<file path="src/rtl/inst_prefetch_pkg.sv">
// Shared definitions for the instruction prefetch unit and any decode logic
// that needs Y86 icode and length knowledge.
package inst_prefetch_pkg;

  localparam int BYTE_W    = 8;
  localparam int WORD_W    = 32;
  localparam int INSTBUS_W = 48;
  localparam int MAX_LEN   = 6;

  typedef enum logic [3:0] {
    IHALT   = 4'h0,
    INOP    = 4'h1,
    IRRMOVL = 4'h2,
    IIRMOVL = 4'h3,
    IRMMOVL = 4'h4,
    IMRMOVL = 4'h5,
    IOPL    = 4'h6,
    IJXX    = 4'h7,
    ICALL   = 4'h8,
    IRET    = 4'h9,
    IPUSHL  = 4'hA,
    IPOPL   = 4'hB
  } icode_e;

  localparam logic [2:0] LEN_1 = 3'd1;
  localparam logic [2:0] LEN_2 = 3'd2;
  localparam logic [2:0] LEN_5 = 3'd5;
  localparam logic [2:0] LEN_6 = 3'd6;

  typedef enum logic [1:0] {
    S_IDLE  = 2'd0,
    S_RUN   = 2'd1,
    S_DRAIN = 2'd2
  } state_e;

endpackage

</file>
<file path="src/rtl/inst_len_dec.sv">
// Y86 icode to instruction length decoder; unknown icodes decode as one byte
// and raise err so the pipeline can still step past them.
module inst_len_dec
  import inst_prefetch_pkg::*;
(
  input  logic [3:0] icode,
  output logic [2:0] len,
  output logic       err
);

  always_comb begin
    // NOTE: every output gets a default before the case so no path infers a latch.
    len = LEN_1;
    err = 1'b0;
    case (icode)
      IHALT, INOP, IRET:            len = LEN_1;
      IRRMOVL, IOPL, IPUSHL, IPOPL: len = LEN_2;
      IJXX, ICALL:                  len = LEN_5;
      IIRMOVL, IRMMOVL, IMRMOVL:    len = LEN_6;
      default:                      err = 1'b1;
    endcase
  end

endmodule

</file>
<file path="src/rtl/inst_prefetch.sv">
// Byte-wide prefetcher: streams ROM bytes into a circular queue and presents
// the head Y86 instruction, left-aligned, once all of its bytes are present.
module inst_prefetch
  import inst_prefetch_pkg::*;
#(
  parameter int DEPTH  = 8,
  parameter int ADDR_W = WORD_W,
  parameter int INST_W = INSTBUS_W
) (
  input  logic              clk,
  input  logic              rst,
  input  logic              redirect_i,
  input  logic [ADDR_W-1:0] pc_i,
  input  logic              consume_i,
  output logic [INST_W-1:0] inst_o,
  output logic [2:0]        inst_len_o,
  output logic              inst_valid_o,
  output logic              inst_err_o,
  output logic              rom_req_o,
  output logic [ADDR_W-1:0] rom_addr_o,
  input  logic [BYTE_W-1:0] rom_data_i,
  input  logic              rom_ack_i
);

  localparam int PTR_W = $clog2(DEPTH);
  localparam int CNT_W = PTR_W + 1;
  localparam logic [CNT_W-1:0] FULL = CNT_W'(DEPTH);

  state_e            state_q, state_d;
  logic [BYTE_W-1:0] mem [DEPTH];
  logic [PTR_W-1:0]  wr_ptr, rd_ptr;
  logic [CNT_W-1:0]  count, pop_len;
  logic [ADDR_W-1:0] fetch_addr;
  logic [2:0]        head_len;
  logic              head_err, nonempty, push, pop;

  inst_len_dec u_len_dec (
    .icode (mem[rd_ptr][BYTE_W-1 -: 4]),
    .len   (head_len),
    .err   (head_err)
  );

  assign nonempty     = (count != '0);
  assign inst_valid_o = nonempty && (count >= CNT_W'(head_len));
  assign inst_len_o   = nonempty ? head_len : 3'd0;
  assign inst_err_o   = nonempty && head_err;

  // A request stays up while outstanding: space cannot shrink until its ack lands.
  assign rom_req_o  = (state_q == S_RUN) && (count < FULL);
  assign rom_addr_o = fetch_addr;

  always_comb begin
    inst_o = '0;
    if (inst_valid_o) begin
      for (int k = 0; k < MAX_LEN; k++) begin
        if (k < int'(head_len))
          inst_o[INST_W-1-BYTE_W*k -: BYTE_W] = mem[rd_ptr + PTR_W'(k)];
      end
    end
  end

  // Redirect wins over a same-cycle ack or consume.
  assign push    = (state_q == S_RUN) && rom_ack_i && !redirect_i;
  assign pop     = consume_i && inst_valid_o && !redirect_i;
  assign pop_len = pop ? CNT_W'(head_len) : '0;

  always_comb begin
    state_d = state_q;
    case (state_q)
      S_IDLE:  if (redirect_i) state_d = S_RUN;
      S_RUN:   if (redirect_i && rom_req_o && !rom_ack_i) state_d = S_DRAIN;
      S_DRAIN: if (rom_ack_i) state_d = S_RUN;
      default: state_d = S_IDLE;
    endcase
  end

  // NOTE: sequential state uses non-blocking assignments so every register samples pre-edge values.
  always_ff @(posedge clk or negedge rst) begin
    if (!rst) begin
      state_q    <= S_IDLE;
      wr_ptr     <= '0;
      rd_ptr     <= '0;
      count      <= '0;
      fetch_addr <= '0;
    end else begin
      state_q <= state_d;
      if (redirect_i) begin
        wr_ptr     <= '0;
        rd_ptr     <= '0;
        count      <= '0;
        fetch_addr <= pc_i;
      end else begin
        if (push) begin
          wr_ptr     <= wr_ptr + PTR_W'(1);
          fetch_addr <= fetch_addr + ADDR_W'(1);
        end
        if (pop) rd_ptr <= rd_ptr + PTR_W'(head_len);
        count <= count + CNT_W'(push) - pop_len;
      end
    end
  end

  // NOTE: queue storage is not reset; count and the pointers decide which bytes are live.
  always_ff @(posedge clk) begin
    if (push) mem[wr_ptr] <= rom_data_i;
  end

endmodule

</file>
<file path="config.mk">
export PLATFORM = sky130hd
export DESIGN_NAME = inst_prefetch
export DESIGN_NICKNAME = d
export VERILOG_FILES = /design/src/rtl/inst_prefetch_pkg.sv /design/src/rtl/inst_len_dec.sv /design/src/rtl/inst_prefetch.sv
export SDC_FILE = /design/constraint.sdc
export NUM_CORES = 1
export LEC_CHECK = 0
export ABC_CLOCK_PERIOD_IN_PS = 5350
export CAP_MARGIN = 25
export CELL_PAD_IN_SITES_DETAIL_PLACEMENT = 0
export CELL_PAD_IN_SITES_GLOBAL_PLACEMENT = 1
export CORE_MARGIN = 3
export CORE_UTILIZATION = 43
export CTS_BUF_LIST = sky130_fd_sc_hd__clkbuf_8
export DETAILED_ROUTE_END_ITERATION = 10
export GPL_TIMING_DRIVEN = 1
export PLACE_DENSITY = 0.85
export SYNTH_ARGS = -nofsm -noshare
export SYNTH_HDL_FRONTEND = slang
export SYNTH_SLANG_ARGS = --single-unit
</file>
<file path="constraint.sdc">
create_clock -name clk -period 5.35 [get_ports clk]
set_input_delay 0.8025 -clock clk [delete_from_list [all_inputs] [get_ports clk]]
set_output_delay 0.8025 -clock clk [all_outputs]
set_load 0.01 [all_outputs]
</file>
==> results of run 1 <==
==> Yosys cell counts, drive strengths merged <==
cell / number / area (sq um)
or3: 2 / 17.5
nor4: 5 / 46.3
mux2i: 35 / 354
o21ai: 36 / 180
and3: 7 / 43.8
a32oi: 2 / 17.5
nand3: 14 / 70.1
clkbuf: 22 / 82.6
edfxtp: 64 / 1920
or2: 2 / 12.5
a211o: 1 / 8.76
xnor2: 19 / 166
o31a: 1 / 8.76
nor3: 10 / 55.1
xor2: 20 / 175
inv: 15 / 56.3
nand4b: 1 / 8.76
mux4: 60 / 1350
a211oi: 1 / 7.51
clkinv: 1 / 3.75
nor2: 56 / 210
a21oi: 21 / 105
nand4: 10 / 62.6
and4: 2 / 17.5
ha: 14 / 175
fa: 2 / 40.0
buf: 14 / 83.8
a31oi: 4 / 25.0
dfrtp: 44 / 1100
a21o: 1 / 7.51
and3b: 1 / 8.76
nor2b: 5 / 31.3
nand3b: 1 / 7.51
mux2: 7 / 86.3
a22oi: 2 / 15.0
nand2: 85 / 327
and2: 2 / 12.5
nand2b: 3 / 18.8
nor3b: 2 / 15.0
==> worst reg2reg max path: cells and delay by family, from the launching register on <==
family | cells | cell delay [ps]
adders and majority gates | 3 | 810
DFF | 1 | 530
AOI/OAI and AO/OA | 4 | 750
muxes | 2 | 880
and+or+nand+nor | 7 | 1280
xor gates and xnor gates | 1 | 130
buffers and inverters | 2 | 190
==> through the flow <==
stage	std cells	power, mW	setup slack (ps)
2_1_floorplan	594	2.44	458
3_3_place_gp	914	3.11	351
3_5_place_dp	914	3.15	250
4_1_cts	930	3.66	83.9
5_1_grt	938	3.97	0.498
6_report	938	3.71	287
==> registers in the layout, summed over array words and instances (netlist names) <==
| register | flops |
|---|---|
| count | 4 |
| mem | 64 |
| rd_ptr | 3 |
| rom_addr_o | 32 |
| state_q | 2 |
| wr_ptr | 3 |
==> cells by family after synthesis <==
family          after synthesis  share of synthesized area [%]
mux                         102                           25.8
flops                       108                           43.6
xor+xnor                     39                           4.92
fa+ha+maj                    16                           3.10
buf+inv                      52                           3.26
compound gates               69                           5.41
simple gates                208                           13.9
==> area by class of cell <==
class,count,area [sq um]
flip-flops and latches,108,3030
inverters,16,62.6
clock buffers,9,124
well taps,211,264
multi-input cells,435,3740
fillers,1277,6720
clock inverters,7,75.1
repair buffers,152,1470
==> power breakdown <==
| part | switching [mW] | leakage, nW | total (mW) | internal (mW) |
|---|---|---|---|---|
| Clock | 0.277 | 0.0918 | 0.494 | 0.218 |
| Sequential | 0.0982 | 1.12 | 1.05 | 0.952 |
| Combinational | 1.07 | 1.81 | 2.17 | 1.10 |
| Total | 1.44 | 3.02 | 3.71 | 2.27 |
==> what timing repair did <==
action                     4_1_cts  5_1_grt
pin swaps                        0        1
setup buffers                    0        4
gates resized for setup          5        5
cloned                           0        1
setup endpoints to repair       40       40
==> path summary, 6_finish.rpt <==
check | start | end | slack, ps
worst min register to register | state_q[0] | state_q[0] | 600
worst max-delay path | rd_ptr[0] | inst_o[2] | 290
worst min-delay path | rst | rom_addr_o[27] | 230
min in group clk | state_q[0] | state_q[0] | 600
worst max register to register | rd_ptr[0] | count[3] | 650
max in group asynchronous | rst | rd_ptr[0] | 4640
==> metal layers <==
metal  up-vias  track usage, %  part of all wire [%]
met5         -               0                     0
met4         0            4.68                   1.2
met3        18            3.92                   6.6
met2       202            32.1                    49
met1      2651            26.9                    43
li1       2461               -                     -
==> metrics.txt, run 1 <==
status completed; antenna viol nets, final 0; commonest non-fill, non-tap cell in the layout clkdlybuf4s50_1; Critical Path AT about 4300 ps; vias in the first global route roughly 5,300; Die Span X 133 microns; Cell Chain, Critical Path mux4_2 -> mux2_4 -> nor4_4 -> or3_4 -> inv_1 -> ha_1 -> a211o_1 -> a31oi_1 -> or2_2 -> inv_4 -> nand3_4 -> a21oi_1 -> clkdlybuf4s50_1; IO buf count between 100 and 150; vias per cell between 5 and 6; htree depth 3; pwr/cell area 423 nW/um^2; CP Data Required Time about 4600 ps; endpoints failing hold 0; total wire length between 15,000 and 20,000 microns; FMAX 197 MHz; Slowest cell on crit path clkdlybuf4s50_1; Finished Core Util 56.6%; most frequent cells in the layout clkdlybuf4s50_1 (127), nand2_1 (83), edfxtp_1 (64), mux4_2 (60), nor2_1 (56); Initial DRC Count 457; Setup TNS Final 0 ps; Detail Placement HPWL 12,600 microns; CP Class flop to output port; Syn Area/Cell ~12 sq um; Ports around 130; Slew headroom around 36%; Ys Warns 0; routed wire length per instance 18.4 microns; Area growth, synth to finish 26.4%; Mapped Area approximately 6900 sq um; CTS root buf clkbuf_8; Placement Cell Area roughly 8500 sq um; delay-heaviest family, CP simple AND/OR/NAND/NOR gates; Worst Setup Start Kind flop; Remaining DRCs 0; Final nets between 700 and 800; crit-path max FO 10; Site Rows 45; fin area a little under 9000 sq um; Global Route Usage Sum roughly 20%; post-synth net total 655; Crit path depth 13; R2R cell count 19; register area share after synthesis 43.6%; Pins Over Slew Limit 0; layout cells sized above 1 approximately 17%; largest net degree at the start of global routing 46; antenna violations before repair 0; Sink Count ~110; Final setup viols 0; Max-Cap Viols 0; Distinct cells, synth 48; Clock Path Buffers 2; Crit path largest cell delay between 500 and 600 ps; initial core utilization between 40 and 50%; worst vdd ir 0.000154 V; grt total ovfl 0; WP buf/inv 3; Num CTS Buffers 9; Placer Congestion 0.832; Antenna Cells 0; fin crit share a little over nine tenths; Synth Register Bits approximately 110; first-pass GRT wire length ~28,000 microns; clk slew on worst S/H paths between 100 and 150 ps; CP endpoint kind output port; DIE HEIGHT about 130 microns; DRT Pass-1 Iters 5; Worst-Skew Late Latency approximately 380 ps; # hold bufs at CTS 0; cells after synthesis between 500 and 600; via count between 5,000 and 6,000; clk_skew 11.2 ps; CTS tree built; die area ~18,000 sq um; Hold Path Class input port to asynchronous set/reset pin; fin crit period slightly above 5000 ps; Slew @ Worst Pin 961 ps; RSZ-0062 raised after global routing no; placeable core area 15,500 sq um; final hold slack about 230 ps; Pleak around 3.0 nW
Note: power is estimated with default switching activity, not from simulation.
==> run 2: changes to the inputs <==
--- a/config.mk
+++ b/config.mk
@@ -8,12 +8,10 @@
 export ABC_CLOCK_PERIOD_IN_PS = 5350
 export CAP_MARGIN = 25
-export CELL_PAD_IN_SITES_DETAIL_PLACEMENT = 0
-export CELL_PAD_IN_SITES_GLOBAL_PLACEMENT = 1
 export CORE_MARGIN = 3
-export CORE_UTILIZATION = 43
+export CORE_UTILIZATION = 55
 export CTS_BUF_LIST = sky130_fd_sc_hd__clkbuf_8
 export DETAILED_ROUTE_END_ITERATION = 10
 export GPL_TIMING_DRIVEN = 1
-export PLACE_DENSITY = 0.85
+export PLACE_DENSITY = 0.86
 export SYNTH_ARGS = -nofsm -noshare
 export SYNTH_HDL_FRONTEND = slang
==> constraint.sdc (replaced) <==
create_clock -name clk -period 5.35 [get_ports clk]
set_input_delay 1.07 -clock clk [delete_from_list [all_inputs] [get_ports clk]]
set_output_delay 1.07 -clock clk [all_outputs]
set_load 0.1 [all_outputs]
==> run 2 against run 1 <==
Net effect: final area rose by 9.1%; die area decreased by 21%; flip-flop and latch count stayed put; wire length grew 10%; combinational power rose by 86%; largest power group unchanged; sequential power about the same; largest cell class unchanged; global-route usage grew 8.5 points.
==> metrics.txt, run 2 (synthesis gave the netlist of run 1 again) <==
Finished Layout Cells 908 (was 938); Cell Chain, Critical Path buf_12 -> mux4_2 -> mux2_2 -> nor4_4 -> or3_4 -> inv_1 -> ha_1 -> a211o_1 -> a31oi_1 -> or2_2 -> inv_4 -> nand3_1 -> buf_6 -> a21oi_2 -> buf_12 (was mux4_2 -> mux2_4 -> nor4_4 -> or3_4 -> inv_1 -> ha_1 -> a211o_1 -> a31oi_1 -> or2_2 -> inv_4 -> nand3_4 -> a21oi_1 -> clkdlybuf4s50_1); CP endpoint kind output port (unchanged); clk_skew 12.7 ps (was 11.2 ps); CP Class flop to output port (unchanged); Slew @ Worst Pin 997 ps (was 961 ps); CTS root buf clkbuf_8 (unchanged); Pins Over Slew Limit 0 (unchanged); Ports 131 (unchanged); Sink Count 108 (unchanged); placeable core area 12,200 sq um (was 15,500 sq um); Hold Path Class input port to asynchronous set/reset pin (unchanged); pwr/cell area 581 nW/um^2 (was 423 nW/um^2); total wire length 19,000 microns (was 17,300 microns); largest register by flop count mem (unchanged); fill count 662 (was 1,277); CTS tree built (unchanged); RSZ-0062 raised after global routing no (unchanged); DRT Pass-1 Iters 5 (unchanged); Max-Cap Viols 0 (unchanged); most frequent cells in the layout nand2_1 (84), clkdlybuf4s50_1 (75), edfxtp_1 (64), mux4_2 (60), buf_12 (53) (was clkdlybuf4s50_1 (127), nand2_1 (83), edfxtp_1 (64), mux4_2 (60), nor2_1 (56)); Setup TNS Final 0 ps (unchanged); Clock Path Buffers 2 (unchanged); Worst Setup Start Kind flop (unchanged); Placement Cell Area 9190 sq um (was 8450 sq um); Crit path largest cell delay 530 ps (was 550 ps); Initial DRC Count 576 (was 457); largest net degree at the start of global routing 67 (was 46); first-pass GRT wire length 31,100 microns (was 28,100 microns); htree depth 3 (unchanged); via count 5,657 (was 5,332); fin crit period 5180 ps (was 5060 ps); Num CTS Buffers 9 (unchanged); commonest non-fill, non-tap cell in the layout nand2_1 (was clkdlybuf4s50_1); Global Route Usage Sum 28.0% (was 19.5%); antenna violations before repair 1 (was 0); clk slew on worst S/H paths 100 ps (was 110 ps); Site Rows 40 (was 45); fin crit share 96.8% (was 94.6%); Remaining DRCs 0 (unchanged); grt total ovfl 0 (unchanged); dpl cells 878 (was 914); R2R cell count 20 (was 19); vias per cell 6.23 (was 5.68); Pwr Total 5.56 mW (was 3.71 mW); Slew headroom 33.3% (was 35.7%); FMAX 193 MHz (was 197 MHz); most used cell, CP buf_12; status completed (unchanged); Critical Path AT 4110 ps (was 4260 ps); Slowest cell on crit path dfrtp_4 (was clkdlybuf4s50_1); Detail Placement HPWL 13,800 microns (was 12,600 microns); endpoints failing hold 0 (unchanged); worst vdd ir 0.000251 V (was 0.000154 V); max FFs per register 64 (unchanged); Placer Congestion 0.870 (was 0.832); Pleak 3.32 nW (was 3.02 nW); routed wire length per instance 20.9 microns (was 18.4 microns); vias in the first global route 5,928 (was 5,345); IO buf count 130 (unchanged); CP Data Required Time 4280 ps (was 4550 ps); fin area 9570 sq um (was 8770 sq um); Worst-Skew Late Latency 380 ps (about the same); die area 14,000 sq um (was 17,700 sq um); Antenna Cells 0 (unchanged); DIE HEIGHT 118 microns (was 133 microns); # hold bufs at CTS 0 (unchanged); initial core utilization 57.0% (was 44.8%); Die Span X 118 microns (was 133 microns); layout cells sized above 1 30.0% (was 16.6%); crit-path max FO 9 (was 10); Final setup viols 0 (unchanged); antenna viol nets, final 0 (unchanged); Area growth, synth to finish 37.9% (was 26.4%); Final nets 796 (was 783)
run 2: cell count changes in the layout (fill, tap and decap cells not counted), sizes merged:
cell,change
clkinv,+2
clkdlybuf4s50,-52
dlymetal6s2s,-1
clkbuf,-1
buf,+68
nand2,-1
clkinvlp,-2
run 2: cell type report:
| cell class | count | area (sq um) | area share [%] |
|---|---|---|---|
| multi-input cells | 434 | 3980 | 41.6 |
| flip-flops and latches | 108 | 3030 | 31.7 |
| repair buffers | 166 | 2100 | 22.0 |
| well taps | 168 | 210 | 2.20 |
| clock buffers | 9 | 124 | 1.29 |
| inverters | 16 | 62.6 | 0.654 |
| clock inverters | 7 | 60.1 | 0.628 |
run 2: layer usage:
metal	up-vias	track usage, %	wire, microns
li1	2485	-	-
met1	2756	33.5	6730
met2	351	48.5	9870
met3	63	6.12	1730
met4	2	12.6	670
met5	-	0	9
run 2: through the flow:
stage / hold WS (ps) / util (%) / setup slack (ps)
3_3_place_gp: 546 / 75.5 / 340
2_1_floorplan: 521 / - / -360
3_5_place_dp: 578 / 75.6 / 174
5_1_grt: 469 / 78.7 / 15.1
4_1_cts: 599 / 77.9 / 22.6
6_report: 492 / 78.7 / 172
run 2: worst paths after layout:
kind                                start              to  slack [ps]
setup / recovery                rd_ptr[0]       inst_o[2]         170
hold / removal                        rst        count[3]         490
setup reg to reg                rd_ptr[0]        count[3]         480
hold reg to reg            rom_addr_o[31]  rom_addr_o[31]         600
max in group asynchronous             rst       rd_ptr[0]        4420
min in group clk           rom_addr_o[31]  rom_addr_o[31]         600
run 2: worst max-delay path: cells and delay by family (launching register included):
family | cells | cell delay (ps)
AOI/OAI and AO/OA | 3 | 330
buffers and inverters | 5 | 720
and+or+nand+nor | 4 | 1050
muxes | 2 | 780
adders and majority gates | 1 | 300
DFF | 1 | 530
run 2: repair_timing:
item | in CTS | in global routing
setup buffers | 7 | 4
gates resized for setup | 4 | 10
endpoints found under the setup margin | 40 | 37
pin swaps | 0 | 3
endpoints found under the hold margin | 0 | 0
run 2: power by group:
part	switching [mW]	internal, mW
clock network	0.269	0.211
registers	0.105	0.951
logic	2.54	1.49
==> run 3: changes to the inputs <==
- CTS_BUF_LIST: sky130_fd_sc_hd__clkbuf_8 -> sky130_fd_sc_hd__clkbuf_2
- RECOVER_POWER: not set -> 50
==> run 3 against run 2 <==
Net effect: the flow now finishes with violations (capacitance limit, slew limit, setup timing); clock power fell by 24%; clock skew is 22 ps higher; flip-flop and latch count did not move; largest power group unchanged; global-route usage up 0.31 points; combinational power rose by 7.2%; highest routed layer unchanged; critical path depth is 2 higher; worst hold slack worse by 230 ps.
==> metrics.txt, run 3 (synthesis gave the netlist of run 1 again) <==
FMAX 186 MHz (was 193 MHz); vias per cell 6.42 (was 6.23); largest net degree at the start of global routing 67 (unchanged); DIE HEIGHT 118 microns (unchanged); clk slew on worst S/H paths 270 ps (was 100 ps); Final setup viols 38 (was 0); # hold bufs at CTS 0 (unchanged); Die Span X 118 microns (unchanged); switching part of the total 53.3% (was 52.4%); Area growth, synth to finish 40.7% (was 37.9%); Sink Count 108 (unchanged); die area 14,000 sq um (unchanged); fin crit period 5380 ps (was 5180 ps); Slew @ Worst Pin 2310 ps (was 997 ps); Antenna Cells 0 (unchanged); RSZ-0062 raised after global routing yes (was no); Crit path largest cell delay 560 ps (was 530 ps); Final nets 812 (was 796); Worst Slack Setup Final -30.0 ps (was 172 ps); antenna violations before repair 1 (unchanged); delay-heaviest family, CP buffers and inverters (was simple AND/OR/NAND/NOR gates); placeable core area 12,200 sq um (unchanged); Hold Path Class input port to asynchronous set/reset pin (unchanged); routing usage on met1 34.4% (was 33.5%); most used cell, CP buf_4 (was buf_12); fin crit share 101% (was 96.8%); Critical Path AT 4310 ps (was 4110 ps); via count 5,933 (was 5,657); initial core utilization 57.0% (unchanged); clk_skew 34.2 ps (was 12.7 ps); Remaining DRCs 0 (unchanged); Cell Chain, Critical Path buf_6 -> buf_4 -> mux4_2 -> buf_4 -> mux2i_2 -> buf_4 -> nor2_1 -> a31oi_2 -> ha_1 -> nand2b_1 -> a31oi_1 -> or2_4 -> clkinv_8 -> nand2_8 -> buf_8 -> nor2_4 -> buf_12 (was buf_12 -> mux4_2 -> mux2_2 -> nor4_4 -> or3_4 -> inv_1 -> ha_1 -> a211o_1 -> a31oi_1 -> or2_2 -> inv_4 -> nand3_1 -> buf_6 -> a21oi_2 -> buf_12); combinational share of power 75.2% (was 72.4%); met3 usage 5.98% (was 6.12%); max FFs per register 64 (unchanged); Sequential Power Share 18.4% (was 19.0%); failing checks capacitance limit, slew limit, setup timing; vias in the first global route 5,987 (was 5,928); endpoints failing hold 0 (unchanged); Pwr Total 5.74 mW (was 5.56 mW); status finished, violations left (was completed); Max-Cap Viols 2 (was 0); Worst Setup Start Kind flop (unchanged); WP buf/inv 7 (was 5); Num CTS Buffers 9 (unchanged); Worst-Skew Late Latency 610 ps (was 380 ps); CP Data Required Time 4280 ps (about the same); IO buf count 130 (unchanged); antenna viol nets, final 0 (unchanged); pre-CTS worst setup slack 174 ps (unchanged); largest register by flop count mem (unchanged); Clock power frac 6.3% (was 8.6%); Sw Pwr 3.06 mW (was 2.91 mW); layout cells sized above 1 32.1% (was 30.0%); commonest non-fill, non-tap cell in the layout nand2_1 (unchanged); Pins Over Slew Limit 107 (was 0); Pleak 3.41 nW (was 3.32 nW); routed wire length per instance 22.2 microns (was 20.9 microns); CTS root buf clkbuf_2 (was clkbuf_8); DRT Pass-1 Iters 6 (was 5); Slew headroom -54.3% (was 33.3%); Ports 131 (unchanged); worst vdd ir 0.000261 V (was 0.000251 V); Setup TNS Final -565 ps (was 0 ps); grt total ovfl 0 (unchanged); Finished Core Util 80.2% (was 78.7%); GR Util met2 48.8% (was 48.5%); Site Rows 40 (unchanged); most frequent cells in the layout nand2_1 (84), clkdlybuf4s50_1 (66), edfxtp_1 (64), mux4_2 (60), buf_12 (53) (was nand2_1 (84), clkdlybuf4s50_1 (75), edfxtp_1 (64), mux4_2 (60), buf_12 (53)); Slowest cell on crit path dfrtp_4 (unchanged); Clock Path Buffers 2 (unchanged); Global Route Usage Sum 28.3% (was 28.0%); CP Class flop to output port (unchanged); CTS tree built (unchanged); Internal 2.68 mW (was 2.65 mW); global routing's busiest layer met2 (unchanged); pwr/cell area 588 nW/um^2 (was 581 nW/um^2); Initial DRC Count 774 (was 576); Detail Placement HPWL 13,800 microns (unchanged); Placer Congestion 0.870 (unchanged); crit-path max FO 7 (was 9); CP endpoint kind output port (unchanged); htree depth 3 (unchanged); first-pass GRT wire length 31,300 microns (was 31,100 microns); total wire length 20,500 microns (was 19,000 microns)
## run 3: changes by cell type in the layout (fill, tap and decap cells not counted), moves of 4 or more
cell | before | now
a21oi_4 | 6 | 13
clkbuf_1 | 0 | 4
dlygate4sd3_1 | 0 | 9
clkbuf_8 | 9 | 0
nor2_4 | 20 | 24
buf_4 | 32 | 40
clkdlybuf4s50_1 | 75 | 66
a21oi_2 | 10 | 3
clkbuf_2 | 0 | 10
## run 3: repair_timing
item                       in CTS  in global routing
setup buffers                  17                 11
cloned                          1                  0
pin swaps                       3                 25
setup endpoints to repair      48                 48
resized for setup              15                 38
## run 3: worst paths after layout
check	startpoint	to	slack (ps)	cells after the start
min	rst	rd_ptr[0]	260	1
min in group clk	rom_addr_o[31]	rom_addr_o[31]	620	2
max in group asynchronous	rst	rom_addr_o[12]	2790	2
max reg2reg	rd_ptr[0]	count[3]	340	23
min reg2reg	rom_addr_o[31]	rom_addr_o[31]	620	2
max	rd_ptr[0]	inst_o[27]	-30	17
## run 3: metrics by stage
step	cell area [sq um]	hold WS (ps)	cells
floorplan	7190	521	594
global placement	9190	546	877
detailed placement	9190	578	878
CTS	9530	589	912
global route	9760	203	924
finish	9760	259	924
## run 3: final cells by class
class,instances,area (sq um)
clock buffers,10,50.0
clock inverters,6,56.3
repair buffers,182,2240
well taps,168,210
fillers,633,2400
flip-flops and latches,108,3030
multi-input cells,434,4100
inverters,16,75.1
## run 3: worst reg2reg max path, stage by stage, from the launching register on
cell	delay [ps]
dfrtp_4	560
buf_6	130
buf_4	140
mux4_2	440
buf_4	170
mux2i_2	320
buf_4	210
nor2_1	80
a31oi_2	240
ha_1	270
nand2b_1	140
a31oi_1	200
or2_4	190
clkinv_8	80
buf_4	140
nand2_1	190
nor2_1	100
nand2_1	110
ha_1	260
ha_1	320
a21o_1	180
a21oi_1	240
xnor2_1	150
nor2_1	60
## run 3: metal layers
| metal | up-vias | routed length (microns) |
|---|---|---|
| met3 | 97 | 1990 |
| met1 | 2875 | 7090 |
| met5 | - | 14 |
| met4 | 2 | 838 |
| met2 | 443 | 10600 |
| li1 | 2516 | - |
## run 3: power groups by stage
stage | clock, mW | combinational [mW] | sequential, mW
floorplan | 0 | 2.62 | 1.20
CTS | 0.367 | 4.07 | 1.05
global placement | 0 | 3.75 | 1.07
global route | 0.409 | 4.48 | 1.06
finish | 0.364 | 4.32 | 1.06
detailed placement | 0 | 3.85 | 1.08
